### src/rtl/apb_bridge_ctrl.sv
// apb_bridge_ctrl: AHB-lite to APB bridge with one-hot select, access timeout and error counting
module apb_bridge_ctrl #(
  parameter int ADDR_W  = 32,
  parameter int DATA_W  = 32,
  parameter int NSEL    = 4,
  parameter int SEL_LSB = 12,
  parameter int TIMEOUT = 16
) (
  input  logic              Hclk,
  input  logic              Hreset,
  input  logic              Valid,
  input  logic              Hwrite,
  input  logic [ADDR_W-1:0] Haddr,
  input  logic [DATA_W-1:0] Hwdata,
  output logic              Hreadyout,
  output logic              Hresp,
  output logic [DATA_W-1:0] Hrdata,
  output logic [NSEL-1:0]   Psel,
  output logic              Penable,
  output logic              Pwrite,
  output logic [ADDR_W-1:0] Paddr,
  output logic [DATA_W-1:0] Pwdata,
  input  logic              Pready,
  input  logic              Pslverr,
  input  logic [DATA_W-1:0] Prdata,
  output logic [7:0]        err_cnt
);
  localparam int IW = $clog2(NSEL);
  localparam int CW = TIMEOUT > 0 ? $clog2(TIMEOUT + 1) : 1;
  localparam logic [CW-1:0] TO_LAST = CW'(TIMEOUT > 0 ? TIMEOUT - 1 : 0);
  typedef enum logic [2:0] {IDLE, WDATA, SETUP, ACCESS, ERR1, ERR2} state_t;
  state_t r_state, w_next;
  logic [IW-1:0] r_idx;
  logic [CW-1:0] r_wait;
  logic w_accept, w_timeout, w_done;
  // next state; the last permitted ACCESS cycle times out even if Pready arrives in it
  always_comb begin
    w_accept  = (r_state == IDLE || r_state == ERR2) && Valid;
    w_timeout = (TIMEOUT > 0) && r_state == ACCESS && r_wait == TO_LAST;
    w_done    = r_state == ACCESS && !w_timeout && Pready;
    w_next    = r_state;
    unique case (r_state)
      IDLE, ERR2: w_next = w_accept ? (Hwrite ? WDATA : SETUP) : IDLE;
      WDATA:      w_next = SETUP;
      SETUP:      w_next = ACCESS;
      ACCESS:     w_next = w_timeout ? ERR1 : !Pready ? ACCESS : Pslverr ? ERR1 : IDLE;
      ERR1:       w_next = ERR2;
      default:    w_next = IDLE;
    endcase
  end
  // state register
  always_ff @(posedge Hclk) begin
    if (Hreset) r_state <= IDLE;
    else r_state <= w_next;
  end
  // address/data capture, wait counter and saturating error counter
  always_ff @(posedge Hclk) begin
    if (Hreset) begin
      Paddr   <= '0;
      Pwrite  <= 1'b0;
      Pwdata  <= '0;
      Hrdata  <= '0;
      r_idx   <= '0;
      r_wait  <= '0;
      err_cnt <= '0;
    end else begin
      if (w_accept) begin
        Paddr  <= Haddr;
        Pwrite <= Hwrite;
        r_idx  <= Haddr[SEL_LSB +: IW];
      end
      if (r_state == WDATA) Pwdata <= Hwdata;
      if (r_state == ACCESS && !Pready) r_wait <= r_wait + CW'(1);
      else if (w_next == SETUP) r_wait <= '0;
      if (w_done && !Pslverr && !Pwrite) Hrdata <= Prdata;
      if (r_state == ERR2 && err_cnt != 8'hFF) err_cnt <= err_cnt + 8'd1;
    end
  end
  assign Hreadyout = r_state == IDLE || r_state == ERR2;
  assign Hresp     = r_state == ERR1 || r_state == ERR2;
  assign Penable   = r_state == ACCESS;
  assign Psel      = (r_state == SETUP || r_state == ACCESS) ? NSEL'(1) << r_idx : '0;
endmodule

### config.mk
export PLATFORM = sky130hd
export DESIGN_NAME = apb_bridge_ctrl
export DESIGN_NICKNAME = d
export VERILOG_FILES = /design/src/rtl/apb_bridge_ctrl.sv
export SDC_FILE = /design/constraint.sdc
export NUM_CORES = 1
export LEC_CHECK = 0
export BUFFER_PORTS_ARGS = -buffer_cell sky130_fd_sc_hd__buf_2
export CAP_MARGIN = 40
export CORE_MARGIN = 3
export CORE_UTILIZATION = 41
export CTS_CLUSTER_SIZE = 40
export DETAILED_ROUTE_END_ITERATION = 16
export PLACE_DENSITY = 0.86
export SLEW_MARGIN = 20
export SYNTH_ARGS = -nofsm -noshare
export SYNTH_HDL_FRONTEND = slang
export SYNTH_SLANG_ARGS = --single-unit
### constraint.sdc
create_clock -name Hclk -period 2 [get_ports Hclk]
set_input_delay 0.3 -clock Hclk [delete_from_list [all_inputs] [get_ports Hclk]]
set_output_delay 0.3 -clock Hclk [all_outputs]
set_load 0.01 [all_outputs]
==> flow_metrics.py <==
metrics = {
    "clock_tree": {
        "clk_latency_ns": 0.49,
        "clock-root-buffer": "clkbuf_8",
        "cts_sinks": 113,
        "htree_levels": 4,
        "tritoncts": "done",
        "clockBufferDepth": 2,
        "clk_pin_slew_ns": 0.06,
        "cts_made_buffers": 17,
        "cts_hold_buffers": 0,
        "post_cts_buffers": 0,
    },
    "detailed_routing": {
        "viasPerCell": 4.85,
        "dr.pass1.iters": 5,
        "wl_per_cell_um": 13.9,
        "ant_nets": 0,
        "first_iter_violations": 244,
        "vias": 4162,
        "drcViolationCount": 0,
        "drt-total-wl_um": 11900,
    },
    "run": {
        "drv_cap": 0,
    },
    "grt": {
        "grt_pass1_wl_um": 18100,
        "antenna_found_initial": 0,
        "grt_start_max_net_pins": 70,
        "met1_usage_pct": 22.3,
        "grt_pass1_vias": 3916,
        "overflow": 0,
        "met2_usage_pct": 32.4,
        "top_usage_layer": "met2",
        "grt_util_met3_pct": 8.12,
        "globalRouteTotalUtil_pct": 19.4,
    },
    "die": {
        "start_util_pct": 43.0,
        "fp.dieH_um": 108,
        "core_um2": 9950,
        "row_count": 36,
        "die_x_um": 108,
        "dieArea_um2": 11700,
        "io_pins": 214,
    },
    "cells_and_area": {
        "post-route-util_pct": 62.3,
        "drive_gt1_share_pct": 37.2,
        "diodes": 0,
        "fillers": 853,
        "nNetsFinal": 817,
        "synthToLayoutAreaGrowth_pct": 44.9,
    },
    "sta": {
        "max_freq_mhz": 518,
        "fin_crit_ns": 1.93,
        "slew_headroom_pct": 63.5,
        "timing.hold.ws_ns": 0.0390,
        "hold_viol": 0,
        "fin_ws_ns": 0.0713,
        "fin_skew_ns": 0.0120,
        "worst_pin_slew_ns": 0.544,
        "finalCritPeriodShare_pct": 96.4,
        "slew_viol_final": 0,
        "finalSetupTns_ns": 0,
        "setup_violations": 0,
    },
    "synthesis": {
        "synth_edf_count": 0,
        "synth_area_per_cell_um2": 8.60,
        "synth_area_um2": 4280,
        "ys_types": 44,
        "synthArstFlopShare_pct": 0,
        "synth_fp_nets": 603,
        "synth_cells": 498,
        "synth_top_area_share_pct": 52.8,
        "ys_seq_elements": 113,
        "synthTopCellsByArea": "dfxtp_1 (53%), nand2_1 (12%), a21oi_1 (8.6%)",
        "ys_warn_count": 0,
        "ys_seq_area_share_pct": 52.8,
        "synthFlopType": "dfxtp_1",
        "yosysTopAreaCell": "dfxtp_1",
    },
    "worst_setup_path": {
        "path_cells": "ha_2 > and3_1 > ha_2 > nor4b_4 > nand3_4 > clkbuf_16 > mux2i_1 > nor2_1",
        "cp_slowest_cell": "dfxtp_1",
        "path_class": "flip-flop to flip-flop",
        "cpMostUsedCell": "ha_2",
        "path_max_fanout": 8,
        "worst-path-buf-inv": 1,
        "crit_family": "simple AND/OR/NAND/NOR gates",
        "cp.arrival_ns": 2.31,
        "worstPathRequired_ns": 2.38,
        "worstSetupStartpointType": "flip-flop",
        "reg2regPathDepth": 8,
        "cp_num_cells": 8,
        "critPathCaptureType": "flip-flop",
        "cp_slowest_stage_delay_ns": 0.33,
    },
    "placement": {
        "io_buffers": 213,
        "dp_hpwl_um": 8330,
        "routabilityCongestion": 0.766,
        "pre_cts_ws_ns": -0.00673,
    },
    "min_path": {
        "hold_depth": 3,
        "hp-class": "primary input to flip-flop",
    },
    "pwr": {
        "total_power_mw": 6.22,
        "cellLeakagePower_nw": 3.15,
        "p_per_area_nw_per_um2": 1000,
        "ir_worst_vdd_mv": 0.845,
    },
    "status": {
        "status": "completed",
    },
}
[worst paths after layout]
| check | endpoint | startpoint | slack (ns) |
|---|---|---|---|
| setup reg to reg | Hrdata[15]$_SDFFE_PP0P_ | r_wait[1]$_SDFFE_PP0P_ | 0.07 |
| hold / removal | Hrdata[21]$_SDFFE_PP0P_ | Prdata[21] | 0.04 |
| setup / recovery | Hrdata[15]$_SDFFE_PP0P_ | r_wait[1]$_SDFFE_PP0P_ | 0.07 |
| hold reg to reg | Paddr[7]$_SDFFE_PP0N_ | Paddr[7]$_SDFFE_PP0N_ | 0.45 |
[per-stage QoR]
stage / std cells / cell area, um2
5_1_grt: 858 / 6210
3_5_place_dp: 823 / 5490
4_1_cts: 855 / 6110
6_report: 858 / 6210
2_1_floorplan: 498 / 4280
3_3_place_gp: 823 / 5490
[cell usage after synthesis (2+ instances only)]
master    instances
inv_1             4
a211oi_1          2
buf_2            10
nor4_1            2
ha_1              3
nand2b_1          3
nand3_1           3
o31ai_1           2
xor2_1            3
mux2i_1          34
and4_1            2
nor2_1           47
or4_1             2
clkbuf_1         17
o21ai_0           2
nand2_1         136
and3_1            4
nor3_1            4
dfxtp_1         113
a21oi_1          74
buf_6             3
nand4_1           3
nor2b_1           4
[per-layer routing]
metal	vias up	share of wire (%)	wire length [um]
met5	-	0	0
li1	2092	-	-
met3	8	9.8	1170
met2	170	48	5730
met4	0	1.1	137
met1	1892	41	4890
[layout by cell type (no fill, tap or decap), types with 4 or more instances in the layout]
cell	instances
nor3_1	4
inv_1	4
dfxtp_1	111
a21oi_1	74
buf_2	212
buf_4	9
and3_1	4
nand2_1	136
nor2_1	47
clkbuf_16	18
bufinv_16	4
mux2i_1	33
[flip-flops by register name, indices dropped and copies added (netlist names)]
name / count
Hrdata: 32
Paddr: 32
Pwdata: 32
err_cnt: 8
r_wait: 5
r_state: 3
Pwrite: 1
[what timing repair did]
item	CTS	global route
pin swaps	0	1
gates resized for setup	3	7
endpoints found under the setup margin	5	32
cloned	0	3
[power by group]
part	switching, mW	internal, mW	total [mW]
registers	0.0702	2.36	2.43
clock network	1.04	2.06	3.10
logic	0.392	0.290	0.682
[final cells by class]
class	instances	area [um2]	share of cell area [%]
clock buffers	19	432	6.96
clock inverters	13	185	2.98
inverters	4	15.0	0.242
multi-input cells	349	1890	30.5
flip-flops and latches	113	2260	36.5
well taps	133	166	2.68
repair buffers	227	1250	20.1
[worst min-delay path, cell delays in order]
cell     delay [ns]
buf_2          0.07
mux2i_1        0.05
nor2_1         0.07
[cells by family after synthesis]
logic type / synth area share [%]
simple gates: 22.2
flops: 52.8
compound gates: 11.3
buf+inv: 4.06
mux: 7.94
xor+xnor: 0.818
fa+ha+maj: 0.876
(Power assumes the default switching activity.)
